## config.mk

```make
export PLATFORM = sky130hd
export DESIGN_NAME = nec_prefetch_queue
export DESIGN_NICKNAME = d
export VERILOG_FILES = /design/src/rtl/nec_prefetch_queue.sv
export SDC_FILE = /design/constraint.sdc
export NUM_CORES = 1
export LEC_CHECK = 0
export ABC_AREA = 1
export CAP_MARGIN = 20
export CORE_UTILIZATION = 56
export DETAILED_ROUTE_END_ITERATION = 10
export DONT_BUFFER_PORTS = 1
export PLACE_DENSITY = 0.71
export REMOVE_ABC_BUFFERS = 1
export SLEW_MARGIN = 20
export SYNTH_ARGS = -nofsm -noshare
export SYNTH_HDL_FRONTEND = slang
export SYNTH_SLANG_ARGS = --single-unit
```

## constraint.sdc

```tcl
create_clock -name clk -period 5.45 [get_ports clk]
set_clock_uncertainty 0.1 [all_clocks]
set_input_delay 0.8175 -clock clk [delete_from_list [all_inputs] [get_ports clk]]
set_output_delay 0.8175 -clock clk [all_outputs]
set_load 0.1 [all_outputs]
```

## src/rtl/nec_prefetch_queue.sv

```systemverilog
// Instruction prefetch queue: 16-bit code fetch from PS:PC into a byte FIFO.
// Optional starvation counter output when PREFETCH_PERF_EN is defined.
module nec_prefetch_queue #(
  parameter int QUEUE_DEPTH = 6
) (
  input  logic                     clk,
  input  logic                     reset_n,
  input  logic                     flush,
  input  logic [15:0]              flush_ps,
  input  logic [15:0]              flush_pc,
  input  logic                     suspend,
  output logic                     fetch_req,
  output logic [19:0]              fetch_addr,
  input  logic                     fetch_ack,
  input  logic [15:0]              fetch_data,
  output logic [3:0]               q_avail,
  output logic [8*QUEUE_DEPTH-1:0] q_peek,
  output logic [15:0]              q_pc,
  input  logic                     consume,
  input  logic [3:0]               consume_len
`ifdef PREFETCH_PERF_EN
  ,output logic [15:0]             perf_starve
`endif
);

  typedef enum logic {S_IDLE, S_REQ} state_e;

  localparam logic [3:0] DEPTH = 4'(QUEUE_DEPTH);

  state_e      state_q, state_d;
  logic [15:0] ps_q, ps_d;
  logic [15:0] fpc_q, fpc_d;
  logic [15:0] qpc_q, qpc_d;
  logic [3:0]  avail_q, avail_d;
  logic [7:0]  buf_q [QUEUE_DEPTH];
  logic [7:0]  buf_d [QUEUE_DEPTH];

  logic       cons_ok;
  logic       ack_ok;
  logic [3:0] clen;
  logic [3:0] after_cons;
  logic [3:0] free;
  logic [3:0] need;

  always_comb begin
    cons_ok    = consume && (consume_len != 4'd0)
                 && (consume_len <= avail_q) && !flush;
    clen       = cons_ok ? consume_len : 4'd0;
    after_cons = avail_q - clen;
    free       = DEPTH - after_cons;
    need       = fpc_q[0] ? 4'd1 : 4'd2;
    ack_ok     = (state_q == S_REQ) && fetch_ack && !flush;
  end

  always_comb begin
    state_d = state_q;
    unique case (state_q)
      S_IDLE: if (!suspend && !flush && free >= need) state_d = S_REQ;
      S_REQ:  if (ack_ok) state_d = S_IDLE;
    endcase
    if (flush) state_d = S_IDLE;
  end

  // Head stays at index 0: shift out consumed bytes, append ack bytes.
  always_comb begin
    for (int i = 0; i < QUEUE_DEPTH; i++) begin
      buf_d[i] = 8'h00;
      for (int j = 0; j < QUEUE_DEPTH; j++)
        if (5'(j) == 5'(i) + {1'b0, clen}) buf_d[i] = buf_q[j];
      if (ack_ok && 4'(i) == after_cons)
        buf_d[i] = fpc_q[0] ? fetch_data[15:8] : fetch_data[7:0];
      if (ack_ok && !fpc_q[0] && 4'(i) == after_cons + 4'd1)
        buf_d[i] = fetch_data[15:8];
    end
    ps_d    = ps_q;
    avail_d = after_cons + (ack_ok ? need : 4'd0);
    qpc_d   = qpc_q + {12'h000, clen};
    fpc_d   = ack_ok ? fpc_q + {12'h000, need} : fpc_q;
    if (flush) begin
      avail_d = 4'd0;
      ps_d    = flush_ps;
      fpc_d   = flush_pc;
      qpc_d   = flush_pc;
    end
  end

  always_ff @(posedge clk) begin
    if (!reset_n) begin
      state_q <= S_IDLE;
      ps_q    <= 16'h0000;
      fpc_q   <= 16'h0000;
      qpc_q   <= 16'h0000;
      avail_q <= 4'd0;
      for (int i = 0; i < QUEUE_DEPTH; i++) buf_q[i] <= 8'h00;
    end else begin
      state_q <= state_d;
      ps_q    <= ps_d;
      fpc_q   <= fpc_d;
      qpc_q   <= qpc_d;
      avail_q <= avail_d;
      for (int i = 0; i < QUEUE_DEPTH; i++) buf_q[i] <= buf_d[i];
    end
  end

  always_ff @(posedge clk) begin
    if (reset_n && consume && !flush)
      assert (consume_len != 4'd0 && consume_len <= avail_q);
  end

  always_comb begin
    fetch_req  = (state_q == S_REQ);
    fetch_addr = {ps_q, 4'h0} + {4'h0, fpc_q};
    q_avail    = avail_q;
    q_pc       = qpc_q;
    for (int i = 0; i < QUEUE_DEPTH; i++) q_peek[8*i +: 8] = buf_q[i];
  end

`ifdef PREFETCH_PERF_EN
  logic [15:0] starve_q;

  always_ff @(posedge clk) begin
    if (!reset_n || flush)
      starve_q <= 16'h0000;
    else if (avail_q == 4'd0 && !suspend && starve_q != 16'hFFFF)
      starve_q <= starve_q + 16'h0001;
  end

  assign perf_starve = starve_q;
`endif

endmodule

```

==> flow_metrics.py <==
metrics = {
    "clock_tree": {
        "clk_pin_slew_ns": 0.07,
        "clock_latency_ns": 0.36,
        "clockBufferDepth": 2,
        "cts_resized": 0,
        "clock_sink_count": 101,
        "cts_tree": "built",
        "numCtsBuffers": 9,
        "cts-hold-fix-buffers": 0,
        "cts_root_buf": "clkbuf_16",
        "cts.repair_timing.setup_buffer_count": 0,
        "htree_levels": 3,
    },
    "cells_and_area": {
        "area_growth_pct": 8.816,
        "num-fill-cells": 1407,
        "seq_area_sq_um": 2023,
        "layout-drive-gt1-share_pct": 9.582,
        "multi_input_area_sq_um": 5484,
        "layout_commonest_cell": "nand2_1",
        "final_nets": 1410,
        "mostFrequentLayoutCells": "306 x nand2_1, 166 x inv_1, 119 x o21ai_0",
    },
    "setup_path": {
        "ff2ff_path_depth": 20,
        "regToRegStartpoint": "q_avail[2]",
        "critPathMaxFanout": 19,
        "cp.required_ns": 5.63,
        "r2r_setup_slack_ns": 0.64,
        "critPathKind": "reg2reg",
        "worst_setup_path_end_kind": "register",
        "arrival_ns": 4.99,
        "regToRegEndpoint": "buf_q[3][2]",
        "cp-start-kind": "register",
    },
    "power": {
        "vdd_ir_drop_max_uv": 159.6,
        "p_leak_nw": 3.989,
        "power_mw": 2.299,
        "powerDensity_nw_per_um2": 255.7,
    },
    "hold_path": {
        "hold_path_class": "reg2reg",
        "hold_end": "ps_q[7]",
        "hold_start": "ps_q[7]",
        "holdPathStages": 2,
    },
    "place": {
        "dp_hpwl_mm": 21.51,
        "port_buffers": 0,
        "place.gp.congestion": 0.9972,
    },
    "yosys": {
        "ys_seq_elements": 101,
        "syn_inst": 1307,
        "synthArstFlopShare_pct": 0,
        "synth-edff-count": 0,
        "yosys_most_used_dff": "dfxtp_1",
        "ys_warn_count": 0,
        "syn_area_per_cell_sq_um": 6.320,
        "ys_top_cells_by_area": "dfxtp_1 24%, nand2_1 14%, inv_1 7.5%",
        "seq_area_frac_synth_pct": 24.48,
        "yosys.area.top_type": "dfxtp_1",
        "synth_top_area_share_pct": 24.48,
        "ys_types": 48,
        "syn_area_sq_um": 8260,
    },
    "drt": {
        "ant_nets": 0,
        "vias": 9074,
        "post_drt_wl_per_cell_microns": 19.05,
        "vias_per_cell": 6.049,
        "drc_errors": 0,
        "routed_wl_mm": 28.57,
        "drtPass1Iterations": 6,
        "drt-initial-drc-count": 1149,
    },
    "timing": {
        "max_slew_margin_pct": 20.05,
        "fin_tns_setup_ns": 0,
        "tightest_slew_ns": 1.198,
        "hold_violations": 0,
        "rsz0062_at_grt": "false",
        "period_share_pct": 88.35,
        "setup_violations": 0,
        "fmax_mhz": 207.7,
        "period_needed_ns": 4.815,
        "report.final.slew_viol_count": 0,
    },
    "global_routing": {
        "grt_max_degree": 62,
        "grt_pass1_wl_mm": 43.55,
        "grt_use_total_pct": 37.72,
        "antenna_found_initial": 0,
        "grt_pass1_vias": 8212,
        "overflow": 0,
    },
    "flow_run": {
        "maxCapViolations": 0,
    },
    "die": {
        "fp-row-count": 44,
        "core_sq_um": 14480,
        "die_w_microns": 123.5,
        "dieArea_sq_um": 15240,
        "die_h_microns": 123.5,
        "start_util_pct": 57.05,
        "ios": 147,
    },
    "run_status": {
        "outcome": "finished, final reports clean",
    },
}
[per-stage QoR]
| stage | setup WS [ns] | utilization [%] | instances | hold slack, ns | instance area (sq um) |
|---|---|---|---|---|---|
| floorplan | 0.6587 | - | 1261 | 0.3253 | 8029 |
| global placement | 0.6620 | 59.71 | 1482 | 0.3353 | 8646 |
| detailed placement | 0.5098 | 59.79 | 1482 | 0.3429 | 8657 |
| CTS | 0.6995 | 61.79 | 1497 | 0.3587 | 8946 |
| global route | 0.3196 | 62.06 | 1499 | 0.3752 | 8986 |
| finish | 0.6352 | 62.08 | 1500 | 0.3536 | 8989 |
[registers in the layout, indices dropped and copies added (netlist names)]
register,cells
buf_q,48
fpc_q,16
ps_q,16
q_pc,16
q_avail,4
fetch_req,1
[where the power goes]
part           internal (mW)  total, mW  leakage [nW]  switching, mW
clock network          0.356      0.667         0.139          0.310
logic                  0.147      0.590          3.02          0.443
registers              0.786       1.04         0.828          0.256
total                   1.29       2.30          3.99           1.01
[synth_stat cells (5+ instances only)]
| library cell | count |
|---|---|
| clkbuf_1 | 20 |
| nand4_1 | 50 |
| nor2_2 | 7 |
| nand3_1 | 104 |
| o21ai_0 | 119 |
| a31oi_1 | 6 |
| inv_1 | 166 |
| nor2_4 | 7 |
| o211ai_1 | 41 |
| a21oi_1 | 87 |
| buf_2 | 14 |
| dfxtp_1 | 101 |
| xnor2_1 | 5 |
| nand3_2 | 5 |
| nand2_2 | 11 |
| o22ai_1 | 19 |
| buf_4 | 9 |
| nor3_1 | 12 |
| nand2_1 | 306 |
| o21ai_1 | 9 |
| nor2_1 | 97 |
| ha_1 | 37 |
| or2_2 | 7 |
| inv_2 | 7 |
| xor2_1 | 25 |
[kinds of logic (layout without fill, tap and decap cells)]
kind of cell,Yosys count,after routing,share of synthesized area [%]
AND/OR/NAND/NOR,619,619,34.16
AO/OA/AOI/OAI,292,292,19.84
buffers and inverters,220,228,10.71
flip-flops,101,101,24.48
adder cells (fa/ha/maj),41,41,6.574
XOR/XNOR,34,34,4.241
other,0,1,0
[routing by layer]
layer	share of wire (%)	vias to the layer above	global-route usage (%)
met2	44	561	58.07
li1	-	4374	-
met1	40	4037	47.65
met5	0	-	0
met4	4.1	0	19.88
met3	12	102	10.75
[layout make-up]
class                      instances  area share (%)
clock buffer                      10           2.547
sequential                       101           22.51
antenna                            1         0.02784
clock inverter                     5          0.6682
inverter                         174           7.266
multi-input combinational        986           61.01
timing repair buffer              39           3.410
tap                              184           2.561
[worst max path at each step]
stage | start | endpoint | slack [ns] | cells past startpoint
after floorplan | q_avail[3] | buf_q[2][5] | 0.66 | 19
after global placement | consume_len[0] | buf_q[3][4] | 0.66 | 20
after detailed placement | consume_len[0] | buf_q[3][2] | 0.51 | 20
after CTS | q_avail[2] | buf_q[3][2] | 0.70 | 20
after global routing | q_avail[2] | buf_q[3][2] | 0.32 | 20
final | q_avail[2] | buf_q[3][2] | 0.64 | 20
[worst max-delay path: stages (launching register included)]
cell and delay (ns):
dfxtp_1 0.31, buf_4 0.29, inv_1 0.09, ha_1 0.29, nand2_1 0.06, inv_1 0.05
nand2_1 0.06, nand2_1 0.06, nand2_2 0.17, nand2_4 0.20, nor2_4 0.21, ha_1 0.18
inv_1 0.06, fa_1 0.64, inv_1 0.13, nor3_1 0.36, xor2_2 0.35, nand3_2 0.41
nand2_1 0.42, a21oi_1 0.08, a21oi_1 0.21
Note: power is estimated with default switching activity, not from simulation.
